--- src/rtl/fetch_pkg.sv ---
// fetch_pkg: shared state encoding and PC helpers for the instruction fetch front end.
package fetch_pkg;
    typedef enum logic [1:0] {FETCH_IDLE, FETCH_REQ, FETCH_WAIT, FETCH_HOLD} fetch_state_t;
    localparam int INST_BYTES = 4;
    function automatic logic [63:0] align_pc(input logic [63:0] pc);
        return {pc[63:2], 2'b00};
    endfunction
endpackage

--- src/rtl/instruction_fetch_unit.sv ---
// instruction_fetch_unit: owns the PC, issues one imem request at a time and
// writes each returned instruction into the instruction buffer.
module instruction_fetch_unit
    import fetch_pkg::*;
#(
    parameter int INST_WIDTH = 32,
    parameter int ADDR_WIDTH = 32,
    parameter logic [ADDR_WIDTH-1:0] RESET_PC = '0
) (
    input  logic                  clk,
    input  logic                  reset,
    input  logic                  fetch_en,
    input  logic                  redirect_valid,
    input  logic [ADDR_WIDTH-1:0] redirect_pc,
    output logic                  imem_req_valid,
    input  logic                  imem_req_ready,
    output logic [ADDR_WIDTH-1:0] imem_req_addr,
    input  logic                  imem_resp_valid,
    input  logic [INST_WIDTH-1:0] imem_resp_data,
    output logic                  buf_write_en,
    output logic [INST_WIDTH-1:0] buf_data,
    input  logic                  buf_full
);
    fetch_state_t          state_q, after_write;
    logic [ADDR_WIDTH-1:0] pc_q, redirect_aligned;
    logic [INST_WIDTH-1:0] hold_q;
    logic                  drop_q, accept;

    assign redirect_aligned = ADDR_WIDTH'(align_pc(64'(redirect_pc)));
    assign accept           = state_q == FETCH_REQ && imem_req_ready;
    assign after_write      = fetch_en ? FETCH_REQ : FETCH_IDLE;
    assign imem_req_valid   = state_q == FETCH_REQ;
    assign imem_req_addr    = pc_q;
    // A redirect in the same cycle kills any write, direct or from the hold register.
    assign buf_write_en = !redirect_valid && !buf_full &&
                          ((state_q == FETCH_WAIT && imem_resp_valid && !drop_q) || state_q == FETCH_HOLD);
    assign buf_data = state_q == FETCH_HOLD ? hold_q :
                      (state_q == FETCH_WAIT && imem_resp_valid) ? imem_resp_data : '0;

    always_ff @(posedge clk or negedge reset) begin
        if (!reset) begin
            state_q <= FETCH_IDLE;
            pc_q    <= RESET_PC;
            hold_q  <= '0;
            drop_q  <= 1'b0;
        end else begin
            case (state_q)
                FETCH_IDLE: if (!redirect_valid && fetch_en) state_q <= FETCH_REQ;
                FETCH_REQ: if (imem_req_ready) begin
                    state_q <= FETCH_WAIT;
                    drop_q  <= redirect_valid;
                end
                FETCH_WAIT: if (imem_resp_valid) begin
                    drop_q  <= 1'b0;
                    state_q <= (redirect_valid || drop_q) ? FETCH_REQ : buf_full ? FETCH_HOLD : after_write;
                    if (buf_full) hold_q <= imem_resp_data;
                end else if (redirect_valid) begin
                    drop_q <= 1'b1;
                end
                FETCH_HOLD: if (redirect_valid) state_q <= FETCH_REQ;
                            else if (!buf_full) state_q <= after_write;
                default: state_q <= FETCH_IDLE;
            endcase
            if (redirect_valid) pc_q <= redirect_aligned;
            else if (accept) pc_q <= pc_q + ADDR_WIDTH'(INST_BYTES);
        end
    end
endmodule

--- config.mk ---
export PLATFORM = sky130hd
export DESIGN_NAME = instruction_fetch_unit
export DESIGN_NICKNAME = d
export VERILOG_FILES = /design/src/rtl/fetch_pkg.sv /design/src/rtl/instruction_fetch_unit.sv
export SDC_FILE = /design/constraint.sdc
export NUM_CORES = 1
export LEC_CHECK = 0
export BUFFER_PORTS_ARGS = -buffer_cell sky130_fd_sc_hd__buf_2
export CAP_MARGIN = 20
export CORE_ASPECT_RATIO = 1.25
export CORE_MARGIN = 4
export CORE_UTILIZATION = 40
export DETAILED_ROUTE_END_ITERATION = 10
export PLACE_DENSITY = 0.67
export SYNTH_ARGS = -nofsm -noshare
export SYNTH_HDL_FRONTEND = slang
export SYNTH_SLANG_ARGS = --single-unit
--- constraint.sdc ---
create_clock -name clk -period 2.57 [get_ports clk]
set_input_delay 0.514 -clock clk [delete_from_list [all_inputs] [get_ports clk]]
set_output_delay 0.514 -clock clk [all_outputs]
set_load 0.005 [all_outputs]
# Yosys cells after proc, flatten, opt, wreduce, memory -nomap -nowiden
# Index checks and enable logic that the tools add are counted.
# W data, S select, Z words.
# word_totals
reg_bits,67
latch_bits,0
mem_bits_rw,0
romBits,0
inputBits,71
wordCells,47
mem_count,0
# op_classes
n_addsub,1
multipliers,0
div,0
order_cmp,0
n_eq_ne,8
shift,0
muxes,17
bitwise_logic,0
n_reduce_logical,17
# op_table
cell,n
$mux W32,4
$add A32 B3 Y32 const B,1
$mux W2,7
$pmux W2 S4,1
$logic_and A1 B1 Y1,6
$ne A3 B3 Y1 const B,2
$reduce_and A3 Y1,2
$eq A2 B2 Y1 const B,2
$mux W1,4
$ne A2 B2 Y1 const B,2
$reduce_and A4 Y1,1
$reduce_bool A2 Y1,2
$logic_not A1 Y1,3
$eq A2 B1 Y1 const B,1
$logic_not A2 Y1,1
$logic_or A1 B1 Y1,2
$ne A2 B1 Y1 const B,1
$pmux W1 S2,1

# Longest topological paths before layout
# depth
ltp_word,5
depth_mapped,8
ltp_nobuf,5

# Least setup slack after synthesis
# No wires, ideal clock.
# synth_path
path_type,input to register
startpoint,in imem_req_ready
endpoint,reg pc_q[21] (netlist: imem_req_addr[21])
t_arrival_ps,2021
required_ps,2488
setup_slack_ps,467
path_stages,6
path_buffers,2
path_cell_list,nand3b_4 or4_1 buf_2 buf_6 or4_1 a31oi_1
# synth_between
elab_chain_cells,2
# synth_lines
element,line_no,rtl
from (decl),instruction_fetch_unit.sv:16,"input logic imem_req_ready,"
$logic_and A1 B1 Y1,instruction_fetch_unit.sv:30,assign accept = state_q == FETCH_REQ && imem_req_ready;
$reduce_bool A2 Y1 (no source line),--,
to (signal assigned),instruction_fetch_unit.sv:64,if (redirect_valid) pc_q <= redirect_aligned;
to (signal assigned),instruction_fetch_unit.sv:65,else if (accept) pc_q <= pc_q + ADDR_WIDTH'(INST_BYTES);
to (decl),instruction_fetch_unit.sv:25,"logic [ADDR_WIDTH-1:0] pc_q, redirect_aligned;"
# No other way between the ends.
# A chain may end at the register's enable or synchronous reset.

# Worst setup path in the final report
# layout_path
startpoint,reg state_q[0]
endpoint,out buf_write_en
# layout_between
elab_chain_cells,5
word_cells_on_any_way,6
# layout_lines
element,line_no,rtl
from (decl),instruction_fetch_unit.sv:24,"fetch_state_t state_q, after_write;"
from (signal assigned),instruction_fetch_unit.sv:55,state_q <= (redirect_valid || drop_q) ? FETCH_REQ : buf_full ? FETCH_HOLD : after_write;
from (signal assigned),instruction_fetch_unit.sv:61,else if (!buf_full) state_q <= after_write;
$eq A2 B2 Y1,instruction_fetch_unit.sv:36,((state_q == FETCH_WAIT && imem_resp_valid && !drop_q) || state_q == FETCH_HOLD);
$logic_and A1 B1 Y1 (2 in series),instruction_fetch_unit.sv:36,
$logic_or A1 B1 Y1 (*),instruction_fetch_unit.sv:36,
$logic_and A1 B1 Y1 (*),instruction_fetch_unit.sv:35,assign buf_write_en = !redirect_valid && !buf_full &&
to (decl),instruction_fetch_unit.sv:20,"output logic buf_write_en,"
# Mark *: on every way between the ends. The rest lies on a longest branch, timed or not.

==> impl_metrics.toml <==
[outcome]
status = "complete, no violations"

[placed_design]
pre_cts_ws_ps = 217
dpl_cell_area_um2 = 4350
place_inst = 586
port-buffer-count = 132
gp_congestion = 0.795
dp_hpwl_um = 6720

[critical_path]
crit_type = "register to output pin"
worstPathRequired_ps = 2060
end_kind = "output pin"
slowest_delay_ps = 490
startpoint_type = "register"
crit_buf_inv = 2
path_max_fanout = 35
arrival_ps = 1860
critical-path-slowest-cell = "dfrtp_1"
path_delay_family = "flip-flops"
crit_chain = "nand2b_1 -> nor2_2 -> buf_4 -> a21oi_1 -> nor3_1 -> buf_2"

[logic_synthesis]
ys_async_sr_fraction_pct = 100
synth.most_common_cell = "dfrtp_1"
synth.distinct_cells = 49
synth_common_cells = "dfrtp_1, a22o_1, mux2_2"
synth_edf_count = 0
synth-seq-area-share_pct = 45.6
synth_top_area_share_pct = 45.6
avgSynthCellArea_um2 = 10.2
synth_top_area_cell = "dfrtp_1"
ys.flop_type = "dfrtp_1"
syn_area_um2 = 3570
ys_ff_latch = 65
netlist_instances = 351
synth_area_leaders = "dfrtp_1, mux2_2, a22o_1"
yosysWarnings = 0

[floorplanning]
dieArea_um2 = 10500
rows = 38
die_w_um = 92.5
pin_count = 137
core_area_um2 = 8700
dieHeight_um = 114
initial_core_util_pct = 41.0

[grt]
met1_usage_pct = 22.5
overflow = 0
grt_pass1_wl_um = 14800
gr-usage-all-layers_pct = 17.6
antenna_found_initial = 0
grt_use_met2_pct = 28.7
grt_pass1_vias = 3153
grt_max_degree = 36
busiest_layer = "met2"
grt_util_met3_pct = 5.34

[timing]
fmax_ghz = 0.421
finalSetupTns_ps = 0
max_slew_margin_pct = 51.6
slew_violations = 0
hold_viol_final = 0
fin_ws_ps = 192
whs_ps = 224
worst_slew_pin_slew_ps = 726
rsz0062_at_grt = "no"
period_needed_ps = 2380
clock_skew_ps = 6.69
post-route-period-util_pct = 92.5
finalSetupViolCount = 0

[clock_network]
numCtsBuffers = 9
path_clk_slew_ps = 70
h-tree-depth = 3
postCtsSetupRepairBufs = 0
cts_tree = "built"
hold_buffers = 0
clk_latency_ps = 350
root_buffer = "clkbuf_8"
cts_resized = 0
clock_sinks = 65
clk_path_buf_depth = 2

[routing]
post_drt_wl_per_cell_um = 15.2
drc = 0
drt_iter0_markers = 106
drtPass1Iterations = 4
detail_route.wirelength_um = 9130
ant_nets = 0
viasPerCell = 5.39
vias = 3244

[final_layout]
num_antenna_cells = 0
layout.nets = 549
drive_gt1_share_pct = 40.0
seqCellArea_um2 = 1630
final_util_pct = 52.3
stdcell_area_um2 = 4550
multiInputGateArea_um2 = 1790
area_growth_pct = 27.6
layout.cells.non_filler = 602
fill_cells = 818

[run]
maxCapViolCount = 0

[pwr]
p_per_area_nw_per_um2 = 796
leakagePower_nw = 2.14
finalPower_mw = 3.62
ir_drop_mv = 0.338

[worst_hold_path]
hp-class = "input port to async pin"
## flip-flops by register name, summed over array words and instances (netlist names)
name	count
hold_q	32
drop_q	1
state_q	2
imem_req_addr	30
## final cells by class
class,instances,area share [%]
inverter,10,0.824
timing repair buffer,141,16.3
multi-input combinational,250,39.3
clock buffer,14,3.79
sequential,65,35.7
tap,120,3.30
clock inverter,2,0.769
## path summary, 6_finish.rpt
path | slack (ps) | cells after the start | startpoint | end
max | 190 | 6 | state_q[0] | buf_write_en
min | 220 | 1 | reset | hold_q[6]
max reg2reg | 330 | 5 | state_q[0] | imem_req_addr[31]
min reg2reg | 500 | 1 | hold_q[23] | hold_q[23]
max in group asynchronous | 1710 | 2 | reset | imem_req_addr[29]
min in group clk | 370 | 3 | redirect_pc[5] | imem_req_addr[5]
## layout by cell type (no fill, tap or decap), drive strengths merged, types with 7 or more instances in the layout
| cell type | n |
|---|---|
| buf | 141 |
| dfrtp | 65 |
| a22o | 33 |
| mux2 | 32 |
| nand2 | 27 |
| nor2 | 18 |
| nand3 | 16 |
| o21ai | 15 |
| clkbuf | 14 |
| nand4 | 11 |
| or4 | 11 |
| inv | 10 |
| a31oi | 10 |
| o31ai | 8 |
| xnor2 | 7 |
## worst reg2reg max path: stages, from the launching register on
cell and delay (ps):
dfrtp_1 520, nand3b_4 160, or4_1 550, buf_4 230
or4_1 530, a31oi_1 170
## kinds of logic after synthesis
group,share of synthesized area [%]
AOI/OAI and AO/OA,19.0
other,0.105
DFF,45.6
xor gates and xnor gates,2.70
buffers and inverters,4.59
muxes,10.7
adders and majority gates,0.351
and+or+nand+nor,17.0
## report_power, final
part           switching [mW]  total (mW)  internal [mW]
logic                   0.505        1.15          0.641
registers               0.222        1.56           1.34
clock network           0.386       0.913          0.527
## per-layer routing
| metal | share of wire [%] | up-vias |
|---|---|---|
| li1 | - | 1568 |
| met1 | 43 | 1542 |
| met2 | 48 | 125 |
| met3 | 7.9 | 9 |
| met4 | 1.2 | 0 |
| met5 | 0 | - |
Power figures use the tool's default switching activity.
